`config.mk`:
```
export PLATFORM = sky130hd
export DESIGN_NAME = com_overlay_gen_flat
export DESIGN_NICKNAME = d
export VERILOG_FILES = /design/src/rtl/com_overlay_gen_if.sv /design/src/rtl/com_overlay_gen.sv /design/src/flat_wrapper.sv
export SDC_FILE = /design/constraint.sdc
export NUM_CORES = 1
export LEC_CHECK = 0
export ABC_AREA = 1
export BUFFER_PORTS_ARGS = -buffer_cell sky130_fd_sc_hd__buf_2
export CAP_MARGIN = 20
export CORE_MARGIN = 3
export CORE_UTILIZATION = 48
export DETAILED_ROUTE_END_ITERATION = 16
export GPL_TIMING_DRIVEN = 0
export PLACE_DENSITY = 0.85
export SLEW_MARGIN = 20
export SYNTH_ARGS = -nofsm -noshare
export SYNTH_HDL_FRONTEND = slang
export SYNTH_SLANG_ARGS = --single-unit
```
`constraint.sdc`:
```
create_clock -name clk_in -period 2.74 [get_ports clk_in]
set_clock_uncertainty 0.1 [all_clocks]
set_input_delay 0.411 -clock clk_in [delete_from_list [all_inputs] [get_ports clk_in]]
set_output_delay 0.411 -clock clk_in [all_outputs]
set_load 0.02 [all_outputs]
```
`src/rtl/com_overlay_gen_if.sv`:
```
// com_overlay_gen_if: raster, COM and sprite-BRAM signals of com_overlay_gen
// master: raster/tracker/BRAM side (drives counts, COM, rom_data_in)
// slave : overlay generator (drives rom_addr_out, crosshair_out, sprite_pixel_out, valid_out)
interface com_overlay_gen_if #(
    parameter int ADDR_W = 12
);
    logic [10:0]       hcount_in;
    logic [9:0]        vcount_in;
    logic              active_in;
    logic              new_frame_in;
    logic [10:0]       com_x_in;
    logic [9:0]        com_y_in;
    logic              com_valid_in;
    logic [ADDR_W-1:0] rom_addr_out;
    logic [23:0]       rom_data_in;
    logic              crosshair_out;
    logic [23:0]       sprite_pixel_out;
    logic              valid_out;
    modport master (
        output hcount_in, vcount_in, active_in, new_frame_in,
        output com_x_in, com_y_in, com_valid_in, rom_data_in,
        input  rom_addr_out, crosshair_out, sprite_pixel_out, valid_out
    );
    modport slave (
        input  hcount_in, vcount_in, active_in, new_frame_in,
        input  com_x_in, com_y_in, com_valid_in, rom_data_in,
        output rom_addr_out, crosshair_out, sprite_pixel_out, valid_out
    );
endinterface

```
`src/rtl/com_overlay_gen.sv`:
```
// com_overlay_gen: crosshair flag and sprite pixel centred on the tracked COM, LATENCY cycles behind the raster
// clk_in/rst_in: pixel clock, synchronous active-high reset
// b (slave): raster counts, COM strobe, sprite BRAM address/data, overlay outputs
module com_overlay_gen #(
    parameter int SPRITE_W = 64,
    parameter int SPRITE_H = 64,
    parameter int H_ACTIVE = 1280,
    parameter int V_ACTIVE = 720
) (
    input logic           clk_in,
    input logic           rst_in,
    com_overlay_gen_if.slave b
);
    localparam int LATENCY = 4;
    localparam int XB = $clog2(SPRITE_W);
    localparam int YB = $clog2(SPRITE_H);
    logic [10:0]        r_pend_x, r_act_x;
    logic [9:0]         r_pend_y, r_act_y;
    logic [LATENCY-2:0] r_ins_d, r_cross_d, r_act_d;
    logic [12:0]        w_dx, w_dy;
    logic               w_ins, w_cross;
    logic [YB+XB-1:0]   w_addr;
    // Offsets from the sprite's top-left corner; 13 bits so off-screen corners go negative instead of wrapping
    assign w_dx    = {2'b0, b.hcount_in} - {2'b0, r_act_x} + 13'(SPRITE_W / 2);
    assign w_dy    = {3'b0, b.vcount_in} - {3'b0, r_act_y} + 13'(SPRITE_H / 2);
    // 0 <= offset < size exactly when every bit above the texel index is clear
    assign w_ins   = b.active_in && (w_dx[12:XB] == '0) && (w_dy[12:YB] == '0);
    assign w_cross = b.active_in && (b.hcount_in == r_act_x || b.vcount_in == r_act_y);
    assign w_addr  = {w_dy[YB-1:0], w_dx[XB-1:0]};
    always_ff @(posedge clk_in) begin
        if (rst_in) begin
            r_pend_x           <= 11'(H_ACTIVE / 2);
            r_pend_y           <= 10'(V_ACTIVE / 2);
            r_act_x            <= 11'(H_ACTIVE / 2);
            r_act_y            <= 10'(V_ACTIVE / 2);
            r_ins_d            <= '0;
            r_cross_d          <= '0;
            r_act_d            <= '0;
            b.rom_addr_out     <= '0;
            b.sprite_pixel_out <= '0;
            b.crosshair_out    <= 1'b0;
            b.valid_out        <= 1'b0;
        end else begin
            // active_com only moves at frame start; a same-cycle strobe lands in pending for the next frame
            if (b.com_valid_in) {r_pend_x, r_pend_y} <= {b.com_x_in, b.com_y_in};
            if (b.new_frame_in) {r_act_x, r_act_y} <= {r_pend_x, r_pend_y};
            b.rom_addr_out     <= w_ins ? w_addr : '0;
            r_ins_d            <= {r_ins_d[LATENCY-3:0], w_ins};
            r_cross_d          <= {r_cross_d[LATENCY-3:0], w_cross};
            r_act_d            <= {r_act_d[LATENCY-3:0], b.active_in};
            b.sprite_pixel_out <= r_ins_d[LATENCY-2] ? b.rom_data_in : '0;
            b.crosshair_out    <= r_cross_d[LATENCY-2];
            b.valid_out        <= r_act_d[LATENCY-2];
        end
    end
endmodule

```
`src/flat_wrapper.sv`:
```
// flat-port wrapper written by rule: the top's interface ports become plain ports
module com_overlay_gen_flat 
#(
    parameter int SPRITE_W = 64,
    parameter int SPRITE_H = 64,
    parameter int H_ACTIVE = 1280,
    parameter int V_ACTIVE = 720
)
  (clk_in, rst_in, b_hcount_in, b_vcount_in, b_active_in, b_new_frame_in, b_com_x_in, b_com_y_in, b_com_valid_in, b_rom_data_in, b_rom_addr_out, b_crosshair_out, b_sprite_pixel_out, b_valid_out);
  com_overlay_gen_if b_i ();
  input logic clk_in;
  input logic rst_in;
  input wire logic [$bits(b_i.hcount_in)-1:0] b_hcount_in;
  input wire logic [$bits(b_i.vcount_in)-1:0] b_vcount_in;
  input wire logic [$bits(b_i.active_in)-1:0] b_active_in;
  input wire logic [$bits(b_i.new_frame_in)-1:0] b_new_frame_in;
  input wire logic [$bits(b_i.com_x_in)-1:0] b_com_x_in;
  input wire logic [$bits(b_i.com_y_in)-1:0] b_com_y_in;
  input wire logic [$bits(b_i.com_valid_in)-1:0] b_com_valid_in;
  input wire logic [$bits(b_i.rom_data_in)-1:0] b_rom_data_in;
  output wire logic [$bits(b_i.rom_addr_out)-1:0] b_rom_addr_out;
  output wire logic [$bits(b_i.crosshair_out)-1:0] b_crosshair_out;
  output wire logic [$bits(b_i.sprite_pixel_out)-1:0] b_sprite_pixel_out;
  output wire logic [$bits(b_i.valid_out)-1:0] b_valid_out;
  assign b_i.hcount_in = b_hcount_in;
  assign b_i.vcount_in = b_vcount_in;
  assign b_i.active_in = b_active_in;
  assign b_i.new_frame_in = b_new_frame_in;
  assign b_i.com_x_in = b_com_x_in;
  assign b_i.com_y_in = b_com_y_in;
  assign b_i.com_valid_in = b_com_valid_in;
  assign b_i.rom_data_in = b_rom_data_in;
  assign b_rom_addr_out = b_i.rom_addr_out;
  assign b_crosshair_out = b_i.crosshair_out;
  assign b_sprite_pixel_out = b_i.sprite_pixel_out;
  assign b_valid_out = b_i.valid_out;
  com_overlay_gen #(.SPRITE_W(SPRITE_W), .SPRITE_H(SPRITE_H), .H_ACTIVE(H_ACTIVE), .V_ACTIVE(V_ACTIVE)) u_core (.clk_in(clk_in), .rst_in(rst_in), .b(b_i));
endmodule
```
== Word level (Yosys, flattened, before mapping) ==
Cells that the tools add are included.
W data, S select, Z words.

* $lt $le $gt $ge: 0
* Bitwise logic cells: 2
* Divide/modulo/power cells: 0
* Reductions and logical operators: 8
* Equality and inequality tests: 2
* Multiply operators: 0
* Multiplexer cells: 0
* Add/subtract/negate cells: 4
* Shifts and indexed selects: 0

{| class="wikitable"
|+ Operators with widths
! operator !! number
|-
| $add A13 B6 Y13 const B || 2
|-
| $logic_not A7 Y1 || 2
|-
| $sub A11 B11 Y12 || 1
|-
| $eq A11 B11 Y1 || 1
|-
| $sub A10 B10 Y11 || 1
|-
| $eq A10 B10 Y1 || 1
|-
| $reduce_or A2 Y1 || 2
|-
| $logic_and A1 B1 Y1 || 3
|-
| $not A1 Y1 || 2
|-
| $logic_or A1 B1 Y1 || 1
|}

* Bits in writable memories: 0
* Input port bits: 71
* ROM bits: 0
* Logic and storage cells: 27
* Flip-flop bits (word level): 89
* Output and inout bits: 38
* Memories kept: 0
* Bits in latches: 0

== Depth between registers and ports, before layout ==
* Word-level depth: 7
* Depth in mapped cells: 20
* Gate-level depth less buffers: 19

== Least setup slack after synthesis ==
Ideal clock, no wire load.

* Path kind: in2reg
* From: in b_hcount_in[0]
* To: reg u_core.b.rom_addr_out[7]
* Arrival: 2.464 ns
* Library setup time: 0.062 ns
* Path slack: 0.114 ns
* Stages on the path: 18
* Cell sequence: inv_1 > ha_1 > fa_1 > inv_1 > nand2_1 > nand2_1 > nand3_1 > nand3_1 > nand2_1 > ha_1 > nor3_1 > nand2_1 > nor2_1 > nand2_1 > nor2_1 > nand2_2 > buf_6 > nor2_2

* Cells in the longest elaborated chain, start to end: 7

{| class="wikitable"
|+ RTL lines
! what !! line !! RTL
|-
| from (decl) || flat_wrapper.sv:13 || <nowiki>input wire logic [$bits(b_i.hcount_in)-1:0] b_hcount_in;</nowiki>
|-
| $sub A11 B11 Y12 || com_overlay_gen.sv:24 || <nowiki>assign w_dx = {2'b0, b.hcount_in} - {2'b0, r_act_x} + 13'(SPRITE_W / 2);</nowiki>
|-
| $add A13 B6 Y13 || com_overlay_gen.sv:24 ||
|-
| $logic_not A7 Y1 || com_overlay_gen.sv:27 || <nowiki>assign w_ins = b.active_in && (w_dx[12:XB] == '0) && (w_dy[12:YB] == '0);</nowiki>
|-
| $logic_and A1 B1 Y1 (2 in a row) || com_overlay_gen.sv:27 ||
|-
| $not A1 Y1 (no source line) || -- ||
|-
| $reduce_or A2 Y1 (no source line) || -- ||
|-
| to (signal assigned) || com_overlay_gen.sv:47 || <nowiki>b.rom_addr_out <= w_ins ? w_addr : '0;</nowiki>
|-
| to (decl) || com_overlay_gen_if.sv:27 || <nowiki>output rom_addr_out, crosshair_out, sprite_pixel_out, valid_out</nowiki>
|}

Every way passes these cells.
A chain may end at the register's enable or synchronous reset.

== Worst setup path in the final report ==
* From: reg u_core.r_act_x[0]
* To: reg u_core.b.rom_addr_out[4]

* Cells in the longest elaborated chain, start to end: 7

{| class="wikitable"
|+ RTL lines
! what !! line !! RTL
|-
| from (decl) || com_overlay_gen.sv:17 || <nowiki>logic [10:0] r_pend_x, r_act_x;</nowiki>
|-
| from (signal assigned) || com_overlay_gen.sv:34 || <nowiki>r_act_x <= 11'(H_ACTIVE / 2);</nowiki>
|-
| from (signal assigned) || com_overlay_gen.sv:46 || <nowiki>if (b.new_frame_in) {r_act_x, r_act_y} <= {r_pend_x, r_pend_y};</nowiki>
|-
| $sub A11 B11 Y12 * || com_overlay_gen.sv:24 ||
|-
| $add A13 B6 Y13 * || com_overlay_gen.sv:24 ||
|-
| $logic_not A7 Y1 || com_overlay_gen.sv:27 ||
|-
| $logic_and A1 B1 Y1 (2 in a row) || com_overlay_gen.sv:27 ||
|-
| $not A1 Y1 (no source line) || -- ||
|-
| $reduce_or A2 Y1 (no source line) || -- ||
|}

Every way passes the cells marked *; elsewhere a longest branch is shown, timed or not.

==> metrics.cfg <==
[clock_network]
path_clk_slew_ns = 0.10
cts.sink_count = 89
htreeDepth = 3
clk_path_buf_depth = 2
cts_root_buf = clkbuf_8
cts_hold_buf = 0
cts_buffers = 9
cts_tree = built
clk_latency_ns = 0.36

[pwr]
internal_power_uw = 1940
vdd_ir_drop_max_mv = 0.356
p_clk_share_pct = 30.6
power_frac_comb_pct = 22.3
power_uw = 2880
powerDensity_nw_per_um2 = 539
swShare_pct = 32.7
power_frac_seq_pct = 47.1
p_sw_uw = 941
cellLeakagePower_uw = 0.00289

[global_routing]
grt_pass1_vias = 3846
antenna_found_initial = 0
grt_max_degree = 19
grt_pass1_wl_um = 16400
grt_use_total_pct = 20.0
gr-total-overflow = 0

[status]
outcome = finished clean

[floorplan]
coreArea_um2 = 8460
die_w_um = 101
die_y_um = 101
design.die.area_um2 = 10200
start_util_pct = 51.0
floorplan.io_pins = 109
num_rows = 33

[timing]
max_freq_mhz = 381
period_minus_slack_ns = 2.62
fin_crit_sh_pct = 95.7
whs_ns = 0.147
max_slew_margin_pct = 72.1
tns_ns = 0
setup-violations-final = 0
rsz0062_at_grt = yes
tightestPinTransition_ns = 0.418
hold_viol = 0
fin_ws_ns = 0.117
slew_violations = 0

[detailed_routing]
wl_per_cell_um = 12.1
vias = 4084
drt-total-wl_um = 10200
route.met2.wl_um = 5100
wl_met1_um = 4280
ant_nets = 0
drc = 0
drt-initial-drc-count = 152
viasPerCell = 4.82
top_layer = met4
wl_met3_um = 615
dr.pass1.iters = 4

[final_layout]
syn2layout_area_growth_pct = 23.7
nets = 833
fillers = 733
fin_util_pct = 63.1
diodes = 0
drive_above_1_share_pct = 24.5

[synth]
syn-num-nets = 712
synth.most_common_cell = nand2_1
synth_area_leaders = dfxtp_1, nand2_1, inv_1
synth_top_cell_area_share_pct = 41.2
yosysUniqueCellTypes = 25
syn_area_per_cell_um2 = 7.01
synth_warnings = 0
synth_edf_count = 0
ys_ff_latch = 89
synth_area_um2 = 4320
yosysTopAreaCell = dfxtp_1
synth_top_flop_cell = dfxtp_1
synth_async_sr_flop_share_pct = 0
seq_area_frac_synth_pct = 41.2
syn_inst = 616
ys_top_cells_by_count = nand2_1, inv_1, nor2_1

[place]
portBuffers = 107
hpwl_um = 8110
pre_cts_ws_ns = -0.237
routabilityCongestion = 0.936

[worst_setup_path]
worstPathCellList = ha_4 -> fa_2 -> inv_2 -> nand2_2 -> nand2_2 -> nand3_2 -> nand2_1 -> nand2_1 -> nand2_2 -> ha_4 -> nor3_2 -> nand2_1 -> nor2_1 -> nand2_1 -> nor2_2 -> nand2_4 -> clkbuf_16 -> nor2_4
r2r_cells = 18
path_max_fanout = 5
startpoint_type = register
cp_slowest_cell = fa_2
critPathMostFrequentCell = nand2_1
cp.required_ns = 2.94
worstSetupEndpointType = register
crit_type = reg -> reg
cp.arrival_ns = 2.83
max_stage_delay_ns = 0.39

[hold_path]
min_path_type = in -> reg
whs_path_depth = 3

[job]
cap_violations = 0

-- sequential cells by signal, summed over array words and instances, names as in the netlist --
| name | flops |
|---|---|
| u_core.b.crosshair_out | 1 |
| u_core.b.valid_out | 1 |
| u_core.r_cross_d | 3 |
| u_core.b.sprite_pixel_out | 24 |
| u_core.r_pend_y | 10 |
| u_core.r_act_d | 3 |
| u_core.r_act_x | 11 |
| u_core.b.rom_addr_out | 12 |
| u_core.r_act_y | 10 |
| u_core.r_pend_x | 11 |
| u_core.r_ins_d | 3 |
-- worst paths after layout --
path	slack, ns	startpoint	endpoint
hold reg to reg	0.31	u_core.r_cross_d[1]$_SDFF_PP0_	u_core.r_cross_d[2]$_SDFF_PP0_
setup / recovery	0.12	u_core.r_act_x[0]$_SDFFE_PP0P_	u_core.b.rom_addr_out[4]$_SDFF_PP0_
setup reg to reg	0.12	u_core.r_act_x[0]$_SDFFE_PP0P_	u_core.b.rom_addr_out[4]$_SDFF_PP0_
hold / removal	0.15	b_rom_data_in[2]	u_core.b.sprite_pixel_out[2]$_SDFF_PP0_
-- metrics by stage --
stage | instance area [um^2] | instances
detailed placement | 4990 | 828
global route | 5340 | 847
global placement | 4990 | 828
CTS | 5180 | 844
floorplan | 4320 | 616
finish | 5340 | 847
-- kinds of logic after synthesis --
group,share of synthesized area [%]
adders and majority gates,7.59
AOI/OAI and AO/OA,8.11
DFF,41.2
buffers and inverters,11.7
and+or+nand+nor,30.0
xor gates and xnor gates,1.42
-- critical path, delay by kind of cell (launching register included) --
kind | cells | cell delay, ns
and+or+nand+nor | 13 | 1.09
adders and majority gates | 3 | 0.77
DFF | 1 | 0.37
buffers and inverters | 2 | 0.25
-- layout by cell type, fill, tap and decap left out, types with 14 or more instances in the layout --
cell type  count
nand3_1       34
buf_2        107
nor2_1        92
inv_1        108
nand2_1      119
clkbuf_1      14
o21ai_0       36
ha_1          18
nand2_2       19
dfxtp_1       88
a21oi_1       29
-- layer usage --
layer | track usage (%) | vias up
met5 | 0 | -
met3 | 3.46 | 19
met1 | 25.1 | 1799
met2 | 34.1 | 130
li1 | - | 2136
met4 | 7.56 | 0
-- cell type report --
type	instances	area (um^2)	area share [%]
tap	105	131	2.46
sequential	89	1790	33.4
timing repair buffer	110	576	10.8
clock inverter	7	71.3	1.33
clock buffer	9	124	2.32
buffer	17	91.3	1.71
multi-input combinational	397	2140	40.0
inverter	113	424	7.94
-- power by group through the flow --
stage	Sequential (uW)	Combinational (uW)	Clock, uW
3_5_place_dp	1380	593	0
3_3_place_gp	1380	572	0
4_1_cts	1350	596	898
6_report	1360	642	880
2_1_floorplan	1380	437	0
5_1_grt	1360	727	958
-- repair_timing --
action,4_1_cts,5_1_grt
endpoints found under the setup margin,10,13
pin swaps,0,7
buffers inserted,0,2
resized for setup,1,26
gates cloned,0,1
(Power assumes the default switching activity.)
